### src/rtl/serial_link_phy_tx_ser.sv
// rtl/serial_link_phy_tx_ser.sv - multi-channel lane serializer with forwarded source-synchronous clock
module serial_link_phy_tx_ser #(
    parameter int NumChannels = 1,
    parameter int NumLanes    = 8,
    parameter int SerRatio    = 2,
    parameter int MaxClkDiv   = 32,
    localparam int W          = NumLanes * SerRatio,
    localparam int CW         = $clog2(MaxClkDiv) + 1
) (
    input  logic                            clk_i,
    input  logic                            rst_i,
    input  logic [CW-1:0]                   clk_div_i,
    input  logic [CW-1:0]                   clk_shift_start_i,
    input  logic [CW-1:0]                   clk_shift_end_i,
    input  logic                            ddr_mode_i,
    input  logic [NumChannels-1:0]          chan_en_i,
    input  logic                            train_en_i,
    input  logic [NumChannels*W-1:0]        data_i,
    input  logic                            valid_i,
    output logic                            ready_o,
    output logic [NumChannels-1:0]          rcv_clk_o,
    output logic [NumChannels*NumLanes-1:0] lanes_o,
    output logic                            busy_o,
    output logic [15:0]                     beat_cnt_o
);

    localparam int SW = (SerRatio > 1) ? $clog2(SerRatio) : 1;
    localparam logic [SW-1:0] LastSlot = SW'(SerRatio - 1);

    typedef enum logic [1:0] {
        ST_IDLE  = 2'd0,
        ST_DATA  = 2'd1,
        ST_TRAIN = 2'd2
    } state_t;

    state_t                          r_state;
    state_t                          w_state_next;

    logic [CW-1:0]                   r_cnt;
    logic [SW-1:0]                   r_slot;

    // Beat-level latched configuration; live inputs never drive the outputs directly
    logic [CW-1:0]                   r_div;
    logic [CW-1:0]                   r_start;
    logic [CW-1:0]                   r_end;
    logic                            r_ddr;
    logic [NumChannels-1:0]          r_en;
    logic [NumChannels*W-1:0]        r_data;
    logic [15:0]                     r_beat_cnt;

    logic [NumChannels-1:0]          r_rcv;
    logic [NumChannels*NumLanes-1:0] r_lanes;

    logic                            w_cnt_last;
    logic                            w_slot_last;
    logic                            w_boundary;
    logic                            w_accept;
    logic                            w_beat_start;
    logic [CW-1:0]                   w_div_clamped;
    logic [NumChannels-1:0]          w_rcv_next;
    logic [NumChannels*NumLanes-1:0] w_lanes_next;

    assign w_cnt_last    = (r_cnt == (r_div - CW'(1)));
    assign w_slot_last   = (r_slot == LastSlot);
    assign w_boundary    = (r_state == ST_IDLE) || (w_cnt_last && w_slot_last);
    assign w_accept      = valid_i && w_boundary && !train_en_i;
    assign w_beat_start  = w_boundary && (w_state_next != ST_IDLE);
    // A divider below 2 would leave no room for both clock edges in a slot
    assign w_div_clamped = (clk_div_i < CW'(2)) ? CW'(2) : clk_div_i;

    assign ready_o    = w_accept;
    assign busy_o     = (r_state != ST_IDLE);
    assign beat_cnt_o = r_beat_cnt;
    assign rcv_clk_o  = r_rcv;
    assign lanes_o    = r_lanes;

    // State register
    always_ff @(posedge clk_i or posedge rst_i) begin
        if (rst_i) begin
            r_state <= ST_IDLE;
        end else begin
            r_state <= w_state_next;
        end
    end

    // Next state is only re-evaluated at beat boundaries; training outranks data
    always_comb begin
        w_state_next = r_state;
        if (w_boundary) begin
            if (train_en_i) begin
                w_state_next = ST_TRAIN;
            end else if (valid_i) begin
                w_state_next = ST_DATA;
            end else begin
                w_state_next = ST_IDLE;
            end
        end
    end

    // Slot counter and slot index; both restart at every beat boundary
    always_ff @(posedge clk_i or posedge rst_i) begin
        if (rst_i) begin
            r_cnt  <= '0;
            r_slot <= '0;
        end else if (w_boundary) begin
            r_cnt  <= '0;
            r_slot <= '0;
        end else if (r_state != ST_IDLE) begin
            if (w_cnt_last) begin
                r_cnt  <= '0;
                r_slot <= r_slot + SW'(1);
            end else begin
                r_cnt  <= r_cnt + CW'(1);
            end
        end
    end

    // Latch timing/enable config for every beat (data or training), payload only on acceptance
    always_ff @(posedge clk_i or posedge rst_i) begin
        if (rst_i) begin
            r_div      <= '0;
            r_start    <= '0;
            r_end      <= '0;
            r_ddr      <= 1'b0;
            r_en       <= '0;
            r_data     <= '0;
            r_beat_cnt <= '0;
        end else begin
            if (w_beat_start) begin
                r_div   <= w_div_clamped;
                r_start <= clk_shift_start_i;
                r_end   <= clk_shift_end_i;
                r_ddr   <= ddr_mode_i;
                r_en    <= chan_en_i;
            end
            if (w_accept) begin
                r_data     <= data_i;
                r_beat_cnt <= r_beat_cnt + 16'd1;
            end
        end
    end

    // Next lane/clock values from the current slot; forced low in or on entry to IDLE
    always_comb begin
        w_lanes_next = '0;
        w_rcv_next   = '0;
        if ((r_state != ST_IDLE) && (w_state_next != ST_IDLE)) begin
            for (int c = 0; c < NumChannels; c++) begin
                if (r_en[c]) begin
                    if (r_state == ST_TRAIN) begin
                        w_lanes_next[c*NumLanes +: NumLanes] = {NumLanes{~r_slot[0]}};
                    end else begin
                        w_lanes_next[c*NumLanes +: NumLanes] =
                            r_data[c*W + int'(r_slot)*NumLanes +: NumLanes];
                    end
                    // A shift value >= div is never reached by r_cnt, suppressing that edge
                    if (r_ddr) begin
                        w_rcv_next[c] = (r_cnt == r_start) ? ~r_rcv[c] : r_rcv[c];
                    end else if (r_cnt == r_start) begin
                        w_rcv_next[c] = 1'b1;
                    end else if (r_cnt == r_end) begin
                        w_rcv_next[c] = 1'b0;
                    end else begin
                        w_rcv_next[c] = r_rcv[c];
                    end
                end
            end
        end
    end

    // Output registers give the one-cycle lane and clock latency
    always_ff @(posedge clk_i or posedge rst_i) begin
        if (rst_i) begin
            r_lanes <= '0;
            r_rcv   <= '0;
        end else begin
            r_lanes <= w_lanes_next;
            r_rcv   <= w_rcv_next;
        end
    end

endmodule

### config.mk
export PLATFORM = sky130hd
export DESIGN_NAME = serial_link_phy_tx_ser
export DESIGN_NICKNAME = d
export VERILOG_FILES = /design/src/rtl/serial_link_phy_tx_ser.sv
export SDC_FILE = /design/constraint.sdc
export NUM_CORES = 1
export LEC_CHECK = 0
export CAP_MARGIN = 25
export CORE_ASPECT_RATIO = 1.25
export CORE_MARGIN = 2
export CORE_UTILIZATION = 51
export DETAILED_ROUTE_END_ITERATION = 6
export MAX_ROUTING_LAYER = met4
export PLACE_DENSITY = 0.8
export SETUP_SLACK_MARGIN = 0.3
export SLEW_MARGIN = 25
export SYNTH_ARGS = -nofsm -noshare
export SYNTH_HDL_FRONTEND = slang
export SYNTH_SLANG_ARGS = --single-unit
### constraint.sdc
create_clock -name clk_i -period 3.3 [get_ports clk_i]
set_clock_uncertainty 0.2 [all_clocks]
set_input_delay 0.33 -clock clk_i [delete_from_list [all_inputs] [get_ports clk_i]]
set_output_delay 0.33 -clock clk_i [all_outputs]
set_load 0.1 [all_outputs]
==> flow_summary.json <==
{
  "status": "finished, final reports clean",
  "cts_num_sinks": 70,
  "via_per_inst": 5.02,
  "drv_cap": 0,
  "drt-initial-drc-count": 121,
  "synth.distinct_cells": 38,
  "finish.utilization_pct": 68.5,
  "rsz0062_at_grt": "no",
  "final_area_um2": 4250,
  "cp.required_ps": 2770,
  "fin_nets": 389,
  "finalSetupViolations": 0,
  "synthTopCellsByArea": "dfrtp_1, mux2_4, xor2_1",
  "rows": 32,
  "yosysTopAreaCellShare_pct": 53.0,
  "slowest_delay_ps": 400,
  "worst_pin_slew_ps": 983,
  "fin_crit_ps": 2770,
  "cp.arrival_ps": 2240,
  "crit_path_end_kind": "output pin",
  "placedCellCount": 418,
  "synth_nets": 320,
  "cts-root-buf": "clkbuf_8",
  "grt_antenna_before_repair": 0,
  "n_antenna_cell": 0,
  "slew_headroom_pct": 34.3,
  "coreArea_um2": 6210,
  "wl_per_cell_um": 14.7,
  "syn_avg_cell_area_um2": 11.9,
  "p_leak_nw": 1.97,
  "grt_first_pass_wirelength_mm": 10.8,
  "fp.dieH_um": 94.0,
  "post_dp_cell_area_um2": 4040,
  "ys_ff_latch": 70,
  "post_cts_buffers": 2,
  "ys_seq_area_share_pct": 53.0,
  "wirelength_mm": 6.43,
  "holdWs_ps": 208,
  "holdBufCountCts": 0,
  "min_path_type": "in2async",
  "fp.dieArea_um2": 7150,
  "timing.fmax_mhz": 361,
  "grt_max_degree": 39,
  "crit_fanout": 4,
  "final_cells": 436,
  "cpMostUsedCell": "inv_1",
  "yosysTopAreaCell": "dfrtp_1",
  "drc": 0,
  "tns_ps": 0,
  "netlist_instances": 277,
  "cts_tree": "yes",
  "syn-cell-area_um2": 3310,
  "p_per_area_nw_per_um2": 904,
  "fp.dieW_um": 76.0,
  "hold_viol": 0,
  "initial_core_util_pct": 53.3,
  "num_vias": 2188,
  "cts_resized": 0,
  "crit_family": "simple AND/OR/NAND/NOR gates",
  "finalCritPeriodShare_pct": 83.9,
  "drtAntennaViolNets": 0,
  "track_usage_pct": 20.2,
  "slowest_stage": "dfrtp_1",
  "critical_path_class": "reg2out",
  "numCtsBuffers": 9,
  "ir_drop_mv": 0.604,
  "clk_latency_ps": 350,
  "area_delta_synth_final_pct": 28.6,
  "grt_pass1_vias": 2300,
  "slew_violations": 0,
  "drive_gt1_share_pct": 19.9,
  "crit_path_start_kind": "flip-flop",
  "place_hpwl_mm": 4.51,
  "port_buffers": 66,
  "grt-ovfl-total": 0,
  "clockBufferDepth": 2,
  "clk_pin_slew_ps": 80,
  "yosys_warnings": 0,
  "firstDrtPassIters": 4,
  "cp_cell_sequence": "inv_1, ha_1, xor2_1, nand2_1, nor4_4, a31oi_4, inv_1, buf_12",
  "top_level_ports": 67,
  "crit_buf_inv": 3,
  "gp_congestion": 0.855,
  "h-tree-depth": 3
}
==> state kept, by name, summed over array words and instances (netlist names) <==
register    cells
beat_cnt_o     16
r_data         16
lanes_o         8
r_cnt           6
r_div           6
r_end           6
r_start         6
r_state         2
r_ddr           1
r_en            1
r_slot          1
rcv_clk_o       1
==> path summary, 6_finish.rpt <==
| path | from | end | slack (ps) | depth (start not counted) |
|---|---|---|---|---|
| setup / recovery | r_div[0]$_DFFE_PP0P_ | ready_o | 530 | 8 |
| hold / removal | rst_i | r_start[3]$_DFFE_PP0P_ | 210 | 2 |
| setup reg to reg | r_div[0]$_DFFE_PP0P_ | lanes_o[6]$_DFF_PP0_ | 550 | 8 |
| hold reg to reg | beat_cnt_o[8]$_DFFE_PP0P_ | beat_cnt_o[8]$_DFFE_PP0P_ | 290 | 1 |
| max in group asynchronous | rst_i | beat_cnt_o[0]$_DFFE_PP0P_ | 2060 | 3 |
| min in group clk_i | beat_cnt_o[8]$_DFFE_PP0P_ | beat_cnt_o[8]$_DFFE_PP0P_ | 290 | 1 |
==> per-stage QoR <==
stage | setup slack, ps | total power [mW]
after floorplan | 539 | 2.81
final | 532 | 3.84
after detailed placement | 528 | 3.16
after global placement | 637 | 3.12
after global routing | 323 | 4.05
after CTS | 477 | 3.87
==> layout by cell type, fill, tap and decap left out, drive strengths merged, types with 2 or more instances in the layout <==
master and count:
dfrtp 70, nor2 41, or4 2, nor4 3, nor3 9, nand3 9, clkdlybuf4s50 59, ha 3
nor3b 3, clkinv 3, nand4 2, clkbuf 9, mux2 35, and3 2, buf 12, mux2i 3
xor2 25, nand2 9, xnor2 17, a21oi 7, and4 2, inv 9, nor2b 2, nand2b 2
clkinvlp 2
==> metal layers <==
layer / wire [um] / GRT usage (%)
met2: 3310 / 33.7
met1: 2680 / 22.9
met3: 275 / 5.19
met4: 163 / 10.0
met5: 0 / -
==> worst reg2reg max path, cell delays in order (launching register included) <==
cell      delay [ps]
dfrtp_1          400
inv_1             90
ha_1             330
xor2_1           170
nand2_1          110
nor4_4           370
nand3_2          190
o311ai_2         640
nor2_1           120
==> Yosys cell counts (all sizes together) <==
cell type	number
xnor2	17
a2bb2o	1
ha	3
and2	1
buf	7
a21boi	1
inv	8
mux2i	3
mux2	35
a22o	1
or2	1
a31oi	1
dfrtp	70
or4	2
nor2b	2
nor4	3
and3	2
o21ai	1
nand4	2
and3b	1
nand2	9
nand3	9
a21oi	7
a211oi	1
nor3	9
clkbuf	6
o311ai	1
and4	2
nor2	41
xor2	25
nor3b	3
nand2b	2
==> cells by family after synthesis <==
logic type / share of synthesized area, %
AO/OA/AOI/OAI: 3.41
XOR/XNOR: 11.1
adder cells (fa/ha/maj): 1.14
buffers and inverters: 3.07
flip-flops: 53.0
multiplexers: 14.9
AND/OR/NAND/NOR: 13.4
==> layout make-up <==
cell class              instances  area (um2)
inverters                       8        30.0
flip-flops and latches         70        1750
clock buffers                   9         124
fillers                       460        1950
multi-input cells             186        1460
well taps                      85         106
repair buffers                 71         706
clock inverters                 7        72.6
==> where the power goes <==
group	internal (mW)	total [mW]	leakage (nW)	switching [mW]
sequential	1.19	1.48	0.880	0.295
combinational	0.707	1.67	0.991	0.961
clock	0.350	0.691	0.0956	0.342
Power figures use the tool's default switching activity.
